[src/rtl/fetch_unit_if.sv]
// Instruction-memory read port between the fetch stage (master) and memory (slave).
`timescale 1ns/1ps

interface fetch_unit_if;
    logic        req;
    logic [31:0] addr;
    logic        ack;
    logic [31:0] rdata;

    modport master (output req, output addr, input ack, input rdata);
    modport slave  (input req, input addr, output ack, output rdata);
endinterface

[src/rtl/fetch_unit.sv]
// Instruction fetch stage: sequential PC, branch redirect, and a one-entry skid buffer
// that absorbs a returned instruction while the consumer is stalled.
`timescale 1ns/1ps

// state | meaning
// IDLE  | first cycle after reset, no request
// FETCH | request outstanding at fetch_pc
// HOLD  | skid entry valid, waiting for stall to drop
module fetch_unit #(
    parameter logic [31:0] RESET_PC = 32'h0000_0000,
    parameter logic [31:0] NOP_WORD = 32'hE1A0_0000
) (
    input  logic         CLOCK_50,
    input  logic         RESET_N,
    input  logic         stall,
    input  logic         branch_taken,
    input  logic [31:0]  branch_target,
    fetch_unit_if.master imem,
    output logic [31:0]  IR_out,
    output logic [31:0]  PC_out,
    output logic         ir_valid
);

    typedef enum logic [1:0] {
        IDLE  = 2'd0,
        FETCH = 2'd1,
        HOLD  = 2'd2
    } state_t;

    state_t      state;
    logic [31:0] fetch_pc;
    logic [31:0] skid_ir;
    logic [31:0] skid_pc;

    assign imem.req  = (state == FETCH);
    assign imem.addr = fetch_pc;

    always_ff @(posedge CLOCK_50 or negedge RESET_N) begin
        if (!RESET_N) begin
            state    <= IDLE;
            fetch_pc <= RESET_PC;
            IR_out   <= NOP_WORD;
            PC_out   <= '0;
            ir_valid <= 1'b0;
            skid_ir  <= '0;
            skid_pc  <= '0;
        end else if (branch_taken) begin
            // Redirect wins over stall: the pipeline is flushed even while held.
            fetch_pc <= branch_target & 32'hFFFF_FFFC;
            skid_ir  <= '0;
            skid_pc  <= '0;
            IR_out   <= NOP_WORD;
            ir_valid <= 1'b0;
            state    <= FETCH;
        end else begin
            case (state)
                IDLE: state <= FETCH;
                FETCH: begin
                    if (stall) begin
                        if (imem.ack) begin
                            skid_ir  <= imem.rdata;
                            skid_pc  <= fetch_pc;
                            fetch_pc <= fetch_pc + 32'd4;
                            state    <= HOLD;
                        end
                    end else if (imem.ack) begin
                        IR_out   <= imem.rdata;
                        PC_out   <= fetch_pc;
                        ir_valid <= 1'b1;
                        fetch_pc <= fetch_pc + 32'd4;
                    end else begin
                        IR_out   <= NOP_WORD;
                        ir_valid <= 1'b0;
                    end
                end
                HOLD: begin
                    if (!stall) begin
                        IR_out   <= skid_ir;
                        PC_out   <= skid_pc;
                        ir_valid <= 1'b1;
                        state    <= FETCH;
                    end
                end
                default: state <= IDLE;
            endcase
        end
    end

endmodule

[src/flat_wrapper.sv]
// flat-port wrapper written by rule: the top's interface ports become plain ports
module fetch_unit_flat 
#(
    parameter logic [31:0] RESET_PC = 32'h0000_0000,
    parameter logic [31:0] NOP_WORD = 32'hE1A0_0000
)
  (CLOCK_50, RESET_N, stall, branch_taken, branch_target, IR_out, PC_out, ir_valid, imem_req, imem_addr, imem_ack, imem_rdata);
  fetch_unit_if imem_i ();
  input  logic CLOCK_50;
  input  logic RESET_N;
  input  logic stall;
  input  logic branch_taken;
  input  logic [31:0] branch_target;
  output logic [31:0] IR_out;
  output logic [31:0] PC_out;
  output logic ir_valid;
  output wire logic [$bits(imem_i.req)-1:0] imem_req;
  output wire logic [$bits(imem_i.addr)-1:0] imem_addr;
  input wire logic [$bits(imem_i.ack)-1:0] imem_ack;
  input wire logic [$bits(imem_i.rdata)-1:0] imem_rdata;
  assign imem_req = imem_i.req;
  assign imem_addr = imem_i.addr;
  assign imem_i.ack = imem_ack;
  assign imem_i.rdata = imem_rdata;
  fetch_unit #(.RESET_PC(RESET_PC), .NOP_WORD(NOP_WORD)) u_core (.CLOCK_50(CLOCK_50), .RESET_N(RESET_N), .stall(stall), .branch_taken(branch_taken), .branch_target(branch_target), .imem(imem_i), .IR_out(IR_out), .PC_out(PC_out), .ir_valid(ir_valid));
endmodule
[config.mk]
export PLATFORM = sky130hd
export DESIGN_NAME = fetch_unit_flat
export DESIGN_NICKNAME = d
export VERILOG_FILES = /design/src/rtl/fetch_unit_if.sv /design/src/rtl/fetch_unit.sv /design/src/flat_wrapper.sv
export SDC_FILE = /design/constraint.sdc
export NUM_CORES = 1
export LEC_CHECK = 0
export ABC_CLOCK_PERIOD_IN_PS = 4520
export BUFFER_PORTS_ARGS = -buffer_cell sky130_fd_sc_hd__buf_2
export CAP_MARGIN = 20
export CORE_AREA = 2 2 111 140
export DETAILED_ROUTE_END_ITERATION = 10
export DIE_AREA = 0 0 113 142
export PLACE_DENSITY_LB_ADDON = 0.25
export SLEW_MARGIN = 40
export SYNTH_ARGS = -nofsm -noshare
export SYNTH_HDL_FRONTEND = slang
export SYNTH_SLANG_ARGS = --single-unit
[constraint.sdc]
create_clock -name CLOCK_50 -period 4.52 [get_ports CLOCK_50]
set_input_delay 0.904 -clock CLOCK_50 [delete_from_list [all_inputs] [get_ports CLOCK_50]]
set_output_delay 0.904 -clock CLOCK_50 [all_outputs]
set_load 0.005 [all_outputs]
==> results by stage <==
Routing:
- In the final routing, the length of wire on met1 measures 8540 um.
- The wire length reported by the detailed router is 19,400 um.
- The residual antenna-violating net count after detailed routing is 0.
- The first-pass detailed-route iteration total is 8.
- The routed via count divided by cell count is 5.70.
- The number of vias in the routed layout is 6,244.
- The initial DRC count is 415.
- Detailed routing placed a total of 9520 um of wire on met2.
- After detailed routing, the met3 layer carries 1070 um of wire.
- Signal routing reaches up to met5.
- The post-detailed-route wirelength per cell is 17.7 um.
- For this run, design rule violations remaining after detail routing come to 11.

Synthesis:
- The dominant register cell in the synthesized netlist is sky130_fd_sc_hd__dfrtp_1.
- Counting instances in the post-synthesis netlist gives the leading cell types as sky130_fd_sc_hd__nand2_1 (164), sky130_fd_sc_hd__dfrtp_1 (153), sky130_fd_sc_hd__a21oi_1 (61).
- The count of mapped cells out of synthesis is 772.
- After synthesis the netlist holds a flip-flop and latch count of 159.
- Counting distinct cell types in the post-synthesis netlist gives 45.
- The cell taking the most area after synthesis is sky130_fd_sc_hd__dfrtp_1.
- The share of async-settable or async-resettable flops after synthesis is 100%.
- The average instance area after synthesis is 9.38 um^2.
- The number of enable-type register cells in the synthesized netlist is 0.
- The mapped netlist covers 7240 um^2.
- The most used standard cell by instance count after synthesis is sky130_fd_sc_hd__nand2_1.
- The sequential fraction of the synthesis area is 55.0%.
- The share of synthesized area in the top cell type comes to 52.9%.
- After synthesis, the cell types taking the most area are sky130_fd_sc_hd__dfrtp_1 (53%), sky130_fd_sc_hd__nand2_1 (8.5%), sky130_fd_sc_hd__a31oi_1 (4.6%), sky130_fd_sc_hd__a21oi_1 (4.2%), sky130_fd_sc_hd__a22o_1 (3.5%).
- The Yosys step of the flow raised 0 warnings.

Timing:
- The fraction of the cycle the final worst path needs is 61.3%.
- The count of final hold-check violations is 0.
- On the final layout, the worst hold slack is 0.470 ns.
- The shortest clock period the worst path allows after layout is 2.77 ns.
- Between clock sinks in the finished design, the worst skew comes to 0.00825 ns.
- The setup TNS is 0 ns.
- Measured against its own limit, the worst slew margin works out to 53.0%.
- The maximum operating frequency is 0.361 GHz.
- Setup repair after global routing left no endpoint under its margin.
- The measured slew at the worst slew-check pin is 0.705 ns.
- The final-report max-slew violation count is 0.
- The number of endpoints failing setup at the final stage is 0.

Setup path:
- The critical path's largest stage delay is 0.72 ns.
- The startpoint type of the worst setup path is a primary input.
- For this design, the slowest cell found on the critical path is sky130_fd_sc_hd__or4_1.
- Along the worst path, the maximum fanout reaches 32.
- The worst setup path is captured at a register.
- Walking the worst path, the cells encountered are buf_2, nand3b_1, or4_1, or4_1, a31oi_1.
- The arrival time at the worst endpoint is 3.12 ns.
- The number of buffers and inverters on the critical path is 1.
- The most numerous cell type found on the critical path is sky130_fd_sc_hd__or4_1.
- The critical path is of the primary input to register type.
- Among cell families on the critical path, the largest total delay comes from simple AND/OR/NAND/NOR gates.
- STA puts the critical path data required time at 4.87 ns.

Power:
- The clock network power share is 39.8%.
- In this run the static leakage power is 0.00400 uW.
- The switching power summed over all nets is 1000 uW.
- Per report_power, the combinational group accounts for 13.7% of the total.
- The worst vdd rail ir drop is 0.000267 V.
- The cell area power density is 411 nW/um^2.
- Of the total power, the share spent switching nets is 27.8%.
- Cell internal power was estimated by the tool at 2590 uW.
- The part of the power in registers is 46.6%.

Clocking:
- After clock tree synthesis, the repair step resized 0 gates.
- The hold buffer count at cts is 0.
- The clock tree from TritonCTS is done.
- In this run the number of H-tree levels came out at 4.
- The clock latency on the worst-skew pair is 0.42 ns.
- The clock transition at the registers of the reported paths is 0.06 ns.
- The longest clock path from root to sink contains 2 buffers.
- The clock sink total is 159.
- The number of setup buffers added after CTS is 0.
- The buffer type at the clock tree root is sky130_fd_sc_hd__clkbuf_16.
- Counting the buffers created by CTS gives 17.

Placement:
- At the end of routability-driven placement, the weighted congestion stood at 0.783.
- The number of cells in the design after placement is 1,064.
- In this run the tool buffered the top-level ports with 162 buffer cells.
- Detailed placement finished with a half-perimeter wire length of 12,300 um.

Global route:
- The largest net degree at the start of global routing is 97.
- The first global-routing pass estimated 31,800 um of wire.
- The overall overflow remaining after global route is 0.
- The initial antenna violation count is 1.
- The via count of the first global-routing pass is 6,139.
- For this run, the total global-route usage over all layers was measured as 24.9%.

Run status:
- The checks that failed: DRC.
- The run finished, with violations left.

Final layout:
- In the final layout, the share of cells above drive strength 1 is 24.5%.
- The number of antenna repair diodes is 0.
- Compared with the post-synthesis result, the final layout area differs by 20.8%.
- The number of nets at the end of the flow is 971.
- The non-filler instance count after layout is 1,096.

Die:
- The site row count is 50.
- The core region is 14,800 um^2.
- The number of placed I/O pins is 167.
- The die covers 16,000 um^2.
- The vertical die dimension is 142 um.
- Once the floorplan was initialized, standard cells occupied 49.1% of the core.
- The die width is 113 um.

Worst hold path:
- The kind of path behind the tightest hold check is primary input to asynchronous set/reset pin.

Flow run:
- The tool flagged a number of max-cap violations equal to 0.
[logic make-up after synthesis]
logic type	after synthesis	synth area share [%]
flops	159	55.0
buf+inv	76	4.30
fa+ha+maj	1	0.173
mux	2	0.294
xor+xnor	11	1.33
compound gates	206	18.9
simple gates	316	19.9
other cells	1	0.0518
[state kept, by name (all words and copies together) (netlist names)]
signal	flops
u_core.IR_out	32
u_core.PC_out	31
u_core.imem.addr	30
u_core.ir_valid	1
u_core.skid_ir	32
u_core.skid_pc	31
u_core.state	2
[per-layer routing]
layer | track usage (%) | vias up
li1 | - | 2992
met1 | 33.5 | 3056
met2 | 40.4 | 172
met3 | 5.28 | 22
met4 | 7.96 | 2
met5 | 0 | -
[cells in the final DEF, fill, tap and decap left out, types with 17 or more instances in the layout]
cell,count
sky130_fd_sc_hd__dfrtp_1,153
sky130_fd_sc_hd__clkbuf_16,17
sky130_fd_sc_hd__nand2_1,163
sky130_fd_sc_hd__a22o_1,29
sky130_fd_sc_hd__buf_2,161
sky130_fd_sc_hd__a31oi_1,53
sky130_fd_sc_hd__or4_1,18
sky130_fd_sc_hd__and3_1,28
sky130_fd_sc_hd__o31ai_1,17
sky130_fd_sc_hd__a21oi_1,61
sky130_fd_sc_hd__nor2_1,55
sky130_fd_sc_hd__o2bb2ai_1,26
[area by class of cell]
type	instances	area, um^2
fillers	1362	6020
flip-flops and latches	159	3990
multi-input cells	538	2970
repair buffers	175	935
clock buffers	17	425
well taps	182	228
clock inverters	15	164
inverters	10	37.5
[stage by stage]
step	cell area, um^2	power [uW]	setup slack (ns)	utilization [%]
floorplan	7250	1930	2.18	-
finish	8750	3590	1.75	59.3
detailed placement	8160	2190	1.32	55.3
global route	8750	3760	1.56	59.3
global placement	8140	2180	1.33	55.1
CTS	8750	3630	1.76	59.3
[path summary, 6_finish.rpt]
check / from / endpoint / slack [ns] / cells past startpoint
max reg2reg: u_core.imem.addr[5] / u_core.imem.addr[28] / 2.10 / 4
min: RESET_N / u_core.PC_out[26] / 0.47 / 1
max in group asynchronous: RESET_N / u_core.skid_ir[18] / 3.12 / 2
min in group CLOCK_50: u_core.IR_out[4] / u_core.IR_out[4] / 0.48 / 1
min reg2reg: u_core.IR_out[4] / u_core.IR_out[4] / 0.48 / 1
max: imem_ack / u_core.imem.addr[20] / 1.75 / 5
[power groups by stage]
stage	Clock (uW)	Combinational [uW]	Sequential, uW
after floorplan	0	252	1680
after global placement	0	486	1700
after detailed placement	0	496	1700
after CTS	1450	498	1670
after global routing	1510	558	1690
final	1430	491	1670
Note: power is estimated with default switching activity, not from simulation.
